--- src/rtl/seq_bus_ctl_pkg.sv ---
// Shared definitions for the bus-cycle sequencer family.
package seq_pkg;

  // T-state encoding; the numeric value is what appears on the tstate output.
  typedef enum logic [1:0] {
    T1 = 2'd0,
    T2 = 2'd1,
    T3 = 2'd2,
    T4 = 2'd3
  } tstate_e;

  // Default stretch limit and the wait-counter width that can hold it.
  localparam int WAIT_MAX_DEF = 15;
  localparam int WCNT_W_DEF   = 4;

  // Access record as it travels from request to acknowledge.
  typedef struct packed {
    logic       we;
    logic [7:0] data;
  } acc_t;

endpackage

--- src/rtl/seq_bus_ctl_if.sv ---
// Bus between the instruction sequencer / memory pins and the bus-cycle
// sequencer. "slave" is the controller's view, "master" the environment's.
interface seq_bus_ctl_if;
  // request side
  logic       req;
  logic       we;
  logic [7:0] wdata;
  logic       hold;
  // memory side
  logic       nwait;
  logic [7:0] din;
  logic       nmreq;
  logic       nrd;
  logic       nwr;
  logic       addr_le;
  logic       dout_oe;
  logic [7:0] dout;
  // status
  logic [7:0] rdata;
  logic       ack;
  logic [1:0] tstate;
  logic       m_end;
  logic       parked;
  logic       timeout;

  modport slave (
    input  req, we, wdata, hold, nwait, din,
    output nmreq, nrd, nwr, addr_le, dout_oe, dout,
           rdata, ack, tstate, m_end, parked, timeout
  );

  modport master (
    output req, we, wdata, hold, nwait, din,
    input  nmreq, nrd, nwr, addr_le, dout_oe, dout,
           rdata, ack, tstate, m_end, parked, timeout
  );
endinterface

--- src/rtl/seq_bus_ctl_tcnt.sv ---
// Two-bit T-state counter: T1->T2->T3->T4->T1, holds on stall, pinned to
// T1 while parked. Also used by the interrupt sequencer.
module seq_tcnt
  import seq_pkg::*;
(
  input  logic    clk,
  input  logic    nres,
  input  logic    stall,
  input  logic    park,
  output tstate_e tstate
);

  // T-state register; park dominates stall so a parked machine sits in T1.
  always_ff @(posedge clk or negedge nres) begin
    if (!nres)       tstate <= T1;
    else if (park)   tstate <= T1;
    else if (!stall) tstate <= tstate_e'(tstate + 2'd1);
  end

endmodule

--- src/rtl/seq_bus_ctl.sv ---
// Bus-cycle sequencer: frames M-cycles into T1..T4, runs one read or write
// per M-cycle, stretches T2 on nwait and parks on hold. All strobes are
// decoded from registered state only.
module seq_bus_ctl
  import seq_pkg::*;
#(
  parameter int WAIT_MAX = WAIT_MAX_DEF,
  parameter int WCNT_W   = WCNT_W_DEF     // 2**WCNT_W must exceed WAIT_MAX
)(
  input  logic          clk,
  input  logic          nres,
  seq_bus_ctl_if.slave  bus
);

  localparam logic [WCNT_W-1:0] WMAX = WCNT_W'(WAIT_MAX);

  tstate_e           tstate;
  logic              access;    // current M-cycle carries an access
  logic              we_r;      // access direction latched with req
  logic              parked;
  logic              timeout_r;
  logic [WCNT_W-1:0] wcnt;
  logic [7:0]        dout_r;
  logic [7:0]        rdata_r;

  logic leave_t4;   // edge that ends a running M-cycle
  logic wait_req;   // memory asks for a stretch this clk
  logic at_lim;     // stretch budget exhausted
  logic stall;      // hold the counter in T2

  assign leave_t4 = (tstate == T4) && !parked;
  assign wait_req = access && (tstate == T2) && !bus.nwait;
  assign at_lim   = (wcnt == WMAX);
  assign stall    = wait_req && !at_lim;

  seq_tcnt u_tcnt (
    .clk    (clk),
    .nres   (nres),
    .stall  (stall),
    .park   (parked),
    .tstate (tstate)
  );

  // Request acceptance and park control, both decided on the T4 exit edge.
  // A simultaneous req wins over hold; hold is then re-sampled next T4.
  always_ff @(posedge clk or negedge nres) begin
    if (!nres) begin
      access <= 1'b0;
      we_r   <= 1'b0;
      dout_r <= '0;
      parked <= 1'b0;
    end else if (parked) begin
      parked <= bus.hold;
    end else if (leave_t4) begin
      access <= bus.req;
      parked <= bus.hold && !bus.req;
      if (bus.req) begin
        we_r   <= bus.we;
        dout_r <= bus.wdata;
      end
    end
  end

  // Wait counter: counts stretched T2 clocks, cleared at the start of each M-cycle.
  always_ff @(posedge clk or negedge nres) begin
    if (!nres)              wcnt <= '0;
    else if (tstate == T1)  wcnt <= '0;
    else if (stall)         wcnt <= wcnt + WCNT_W'(1);
  end

  // Sticky timeout: set when the stretch limit forces T2 to end.
  always_ff @(posedge clk or negedge nres) begin
    if (!nres)                 timeout_r <= 1'b0;
    else if (wait_req && at_lim) timeout_r <= 1'b1;
  end

  // Read data capture on the edge leaving T3, so it is valid alongside ack.
  always_ff @(posedge clk or negedge nres) begin
    if (!nres)                                   rdata_r <= '0;
    else if (access && !we_r && tstate == T3)    rdata_r <= bus.din;
  end

  // Strobe decode from registered state; everything idles by default.
  always_comb begin
    bus.nmreq   = 1'b1;
    bus.nrd     = 1'b1;
    bus.nwr     = 1'b1;
    bus.addr_le = 1'b0;
    bus.dout_oe = 1'b0;
    bus.ack     = 1'b0;
    if (access && !parked) begin
      bus.addr_le = (tstate == T1);
      bus.ack     = (tstate == T4);
      if (we_r) begin
        // write: data driven the whole M-cycle, strobe only once it settled
        bus.dout_oe = 1'b1;
        if (tstate == T2 || tstate == T3) begin
          bus.nmreq = 1'b0;
          bus.nwr   = 1'b0;
        end
      end else if (tstate != T4) begin
        bus.nmreq = 1'b0;
        bus.nrd   = 1'b0;
      end
    end
  end

  assign bus.tstate  = tstate;
  assign bus.m_end   = (tstate == T4) && !parked;
  assign bus.parked  = parked;
  assign bus.timeout = timeout_r;
  assign bus.dout    = dout_r;
  assign bus.rdata   = rdata_r;

endmodule

--- src/flat_wrapper.sv ---
// flat-port wrapper written by rule: the top's interface ports become plain ports
module seq_bus_ctl_flat import seq_pkg::*;
#(
  parameter int WAIT_MAX = WAIT_MAX_DEF,
  parameter int WCNT_W   = WCNT_W_DEF                                      
)
  (clk, nres, bus_req, bus_we, bus_wdata, bus_hold, bus_nwait, bus_din, bus_nmreq, bus_nrd, bus_nwr, bus_addr_le, bus_dout_oe, bus_dout, bus_rdata, bus_ack, bus_tstate, bus_m_end, bus_parked, bus_timeout);
  seq_bus_ctl_if bus_i ();
  input  logic clk;
  input  logic nres;
  input wire logic [$bits(bus_i.req)-1:0] bus_req;
  input wire logic [$bits(bus_i.we)-1:0] bus_we;
  input wire logic [$bits(bus_i.wdata)-1:0] bus_wdata;
  input wire logic [$bits(bus_i.hold)-1:0] bus_hold;
  input wire logic [$bits(bus_i.nwait)-1:0] bus_nwait;
  input wire logic [$bits(bus_i.din)-1:0] bus_din;
  output wire logic [$bits(bus_i.nmreq)-1:0] bus_nmreq;
  output wire logic [$bits(bus_i.nrd)-1:0] bus_nrd;
  output wire logic [$bits(bus_i.nwr)-1:0] bus_nwr;
  output wire logic [$bits(bus_i.addr_le)-1:0] bus_addr_le;
  output wire logic [$bits(bus_i.dout_oe)-1:0] bus_dout_oe;
  output wire logic [$bits(bus_i.dout)-1:0] bus_dout;
  output wire logic [$bits(bus_i.rdata)-1:0] bus_rdata;
  output wire logic [$bits(bus_i.ack)-1:0] bus_ack;
  output wire logic [$bits(bus_i.tstate)-1:0] bus_tstate;
  output wire logic [$bits(bus_i.m_end)-1:0] bus_m_end;
  output wire logic [$bits(bus_i.parked)-1:0] bus_parked;
  output wire logic [$bits(bus_i.timeout)-1:0] bus_timeout;
  assign bus_i.req = bus_req;
  assign bus_i.we = bus_we;
  assign bus_i.wdata = bus_wdata;
  assign bus_i.hold = bus_hold;
  assign bus_i.nwait = bus_nwait;
  assign bus_i.din = bus_din;
  assign bus_nmreq = bus_i.nmreq;
  assign bus_nrd = bus_i.nrd;
  assign bus_nwr = bus_i.nwr;
  assign bus_addr_le = bus_i.addr_le;
  assign bus_dout_oe = bus_i.dout_oe;
  assign bus_dout = bus_i.dout;
  assign bus_rdata = bus_i.rdata;
  assign bus_ack = bus_i.ack;
  assign bus_tstate = bus_i.tstate;
  assign bus_m_end = bus_i.m_end;
  assign bus_parked = bus_i.parked;
  assign bus_timeout = bus_i.timeout;
  seq_bus_ctl #(.WAIT_MAX(WAIT_MAX), .WCNT_W(WCNT_W)) u_core (.clk(clk), .nres(nres), .bus(bus_i));
endmodule
--- config.mk ---
export PLATFORM = sky130hd
export DESIGN_NAME = seq_bus_ctl_flat
export DESIGN_NICKNAME = d
export VERILOG_FILES = /design/src/rtl/seq_bus_ctl_pkg.sv /design/src/rtl/seq_bus_ctl_if.sv /design/src/rtl/seq_bus_ctl_tcnt.sv /design/src/rtl/seq_bus_ctl.sv /design/src/flat_wrapper.sv
export SDC_FILE = /design/constraint.sdc
export NUM_CORES = 1
export LEC_CHECK = 0
export CORE_MARGIN = 5
export CORE_UTILIZATION = 34
export CTS_BUF_LIST = sky130_fd_sc_hd__clkbuf_4 sky130_fd_sc_hd__clkbuf_8
export DETAILED_ROUTE_END_ITERATION = 8
export MAX_ROUTING_LAYER = met4
export PLACE_DENSITY = 0.69
export SYNTH_ARGS = -nofsm -noshare
export SYNTH_HDL_FRONTEND = slang
export SYNTH_HIERARCHICAL = 1
export SYNTH_SLANG_ARGS = --single-unit
--- constraint.sdc ---
create_clock -name clk -period 1.72 [get_ports clk]
set_clock_uncertainty 0.05 [all_clocks]
set_input_delay 0.258 -clock clk [delete_from_list [all_inputs] [get_ports clk]]
set_output_delay 0.258 -clock clk [all_outputs]
set_load 0.005 [all_outputs]
==> flow_summary.ini, run 1 <==
[setup_path]
crit_slowest_cell = dfrtp_1
end_kind = primary output
cp-start-kind = register
setup.worst_path.class = register to primary output
path_cells = inv_2, ha_4, nand3_4, and2_4, clkbuf_2
arrival_ps = 1450
crit_fanout = 4
cp_slowest_stage_delay_ps = 460
critical_path_required_ps = 1410

[synthesis]
syn_inst = 90
syn_nets = 117
synth-edff-count = 0
synth-seq-cells = 26
synth_cell_type_count = 26
async_reset_ff_share_pct = 100
synth_commonest_cells = dfrtp_1, mux2_2, ha_1, inv_1, nor2b_1
synthesis.area_um2 = 1170
avgSynthCellArea_um2 = 13.0
yosysSeqAreaShare_pct = 55.6
synth.area.top_cells = dfrtp_1, mux2_2, ha_1, nor2b_1, nand3b_1
synth_top_cell_area_share_pct = 55.6
yosys.area.top_type = dfrtp_1
synth_ff_type = dfrtp_1
synth_warnings = 6
synth.most_common_cell = dfrtp_1

[place]
gp_congestion = 0.749
io_buffers = 48
post-dp-hpwl_um = 2180
dpl-instance-area_um2 = 1800

[outcome]
status = finished, violations left
violations = setup timing

[pwr]
swShare_pct = 30.0
ir_worst_vdd_mv = 0.882
p_int_uw = 2330
power.total_uw = 3330
power.density_nw_per_um2 = 1650
pwr-share-seq_pct = 31.5
p_switching_uw = 998
clkPwrFrac_pct = 12.8
p_leak_uw = 0.000956
pwr-share-comb_pct = 55.6

[drt]
dr.pass1.iters = 4
drtAntennaViolNets = 0
drt_iter0_markers = 31
routed_wl_um = 3160
wl_per_cell_um = 15.0
drc_errors = 0
routed_via_density = 4.72
num_vias = 996

[cells_and_area]
multiInputGateArea_um2 = 583
nets = 193
drive_gt1_share_pct = 41.2
syn2layout_area_growth_pct = 72.4
fillCellCount = 288
ff_latch_area_um2 = 651
antenna_cells = 0
stdcell_area_um2 = 2020

[die]
die_w_um = 68.7
start_util_pct = 35.1
fp-row-count = 21
core_um2 = 3340
die-area_um2 = 4710
fp.dieH_um = 68.7
pin_count = 49

[timing]
rsz0062_at_grt = yes
timing.fmax_ghz = 0.567
fin_crit_sh_pct = 102
period_needed_ps = 1760
finalSetupViolations = 3
hold_viol = 0
tns_ps = -81.4
setup_ws_ps = -42.5
maxSlewHeadroom_pct = 77.1
drv_slew = 0
worst_pin_slew_ps = 344

[global_route]
grt_usage_pct = 13.9
antenna_found_initial = 0
first_global_vias = 1055
grt_max_degree = 27
overflow = 0
grt_pass1_wl_um = 4800

[clock_network]
cts_max_level = 1
cts_tree = done
clockBufferDepth = 2
clk_pin_slew_ps = 150
clockRootBuffer = clkbuf_4
numClockSinks = 26
clk_latency_ps = 320
cts_buffers = 3

[min_path]
hold_path_class = primary input to asynchronous set/reset pin

[job]
drv_cap = 0
-- per-layer routing --
metal | wire length (µm) | up-vias | GRT usage, %
li1 | - | 470 | -
met1 | 1260 | 489 | 16.4
met2 | 1680 | 33 | 23.5
met3 | 184 | 4 | 3.57
met4 | 30 | 0 | 3.97
met5 | 0 | - | -
-- worst max-delay path: cells and delay by family, from the launching register on --
family / cells / cell delay (ps)
simple gates: 2 / 210
flops: 1 / 460
buf+inv: 2 / 190
fa+ha+maj: 1 / 280
-- cells by family (layout without fill, tap and decap cells) --
kind of cell | count (synthesis) | after routing | synth area share, %
multiplexers | 18 | 18 | 17.6
flip-flops | 26 | 26 | 55.6
AND/OR/NAND/NOR | 26 | 26 | 14.2
buffers and inverters | 5 | 80 | 1.71
adder cells (fa/ha/maj) | 5 | 5 | 5.35
AO/OA/AOI/OAI | 10 | 10 | 5.45
-- layout by cell type, fill, tap and decap left out, types with 5 or more instances in the layout --
| cell type | netlist | final |
|---|---|---|
| buf_4 | 0 | 20 |
| buf_6 | 0 | 5 |
| mux2_4 | 1 | 9 |
| mux2_2 | 17 | 9 |
| clkdlybuf4s50_1 | 0 | 38 |
| dfrtp_1 | 26 | 26 |
-- power groups by stage --
stage | sequential (µW) | clock, µW | combinational, µW
3_3_place_gp | 1030 | 0 | 1500
4_1_cts | 1040 | 439 | 1670
6_report | 1050 | 428 | 1850
3_5_place_dp | 1060 | 0 | 1520
5_1_grt | 1090 | 461 | 2010
2_1_floorplan | 1060 | 0 | 552
-- state kept, by name, summed over array words and instances, names as in the netlist --
| register | cells |
|---|---|
| u_core/bus.rdata | 8 |
| u_core/access | 1 |
| u_core/bus.timeout | 1 |
| u_core/wcnt | 4 |
| u_core/bus.dout | 8 |
| u_core/u_tcnt/tstate | 2 |
| u_core/we_r | 1 |
| u_core/bus.parked | 1 |
-- stage by stage --
step / instances / hold WS, ps / setup slack [ps] / utilization [%]
6_report: 211 / 230 / -42.5 / 60.4
3_3_place_gp: 196 / 398 / -33.4 / 54.0
4_1_cts: 208 / 232 / -119 / 57.8
2_1_floorplan: 90 / -87.6 / 168 / -
5_1_grt: 211 / 262 / -119 / 60.4
3_5_place_dp: 196 / 405 / -70.3 / 54.0
-- worst paths after layout --
| path | start | endpoint | slack, ps | cells after the start |
|---|---|---|---|---|
| worst min register to register | u_core/bus.timeout$_DFFE_PN0P_ | u_core/bus.timeout$_DFFE_PN0P_ | 440 | 1 |
| worst max register to register | u_core/u_tcnt/tstate[1]$_DFFE_PN0P_ | u_core/wcnt[0]$_DFFE_PN0P_ | 10 | 7 |
| min in group clk | bus_hold | u_core/bus.parked$_DFF_PN0_ | 420 | 2 |
| worst max-delay path | u_core/u_tcnt/tstate[1]$_DFFE_PN0P_ | bus_nmreq | -40 | 5 |
| max in group asynchronous | nres | u_core/bus.timeout$_DFFE_PN0P_ | 1130 | 2 |
| worst min-delay path | nres | u_core/bus.dout[4]$_DFFE_PN0P_ | 230 | 2 |
-- timing repair --
action                                  CTS  global route
setup buffers                             8             3
endpoints found under the setup margin   17            26
cloned                                    0             0
gates resized for setup                  33            21
hold buffers                              0             0
pin swaps                                 3             5
-- cell type report --
type / instances / area share [%]
Timing Repair Buffer: 72 / 32.6
Sequential cell: 26 / 32.3
Multi-Input combinational cell: 59 / 28.9
Tap cell: 46 / 2.85
Clock inverter: 1 / 1.49
Clock buffer: 3 / 1.12
Inverter: 4 / 0.744
(Power assumes the default switching activity.)
==> inputs of run 2 (changes only) <==
- CAP_MARGIN: unset -> 20
==> results of run 2 <==
Final layout, timing and power as in run 1 (identical DEF).
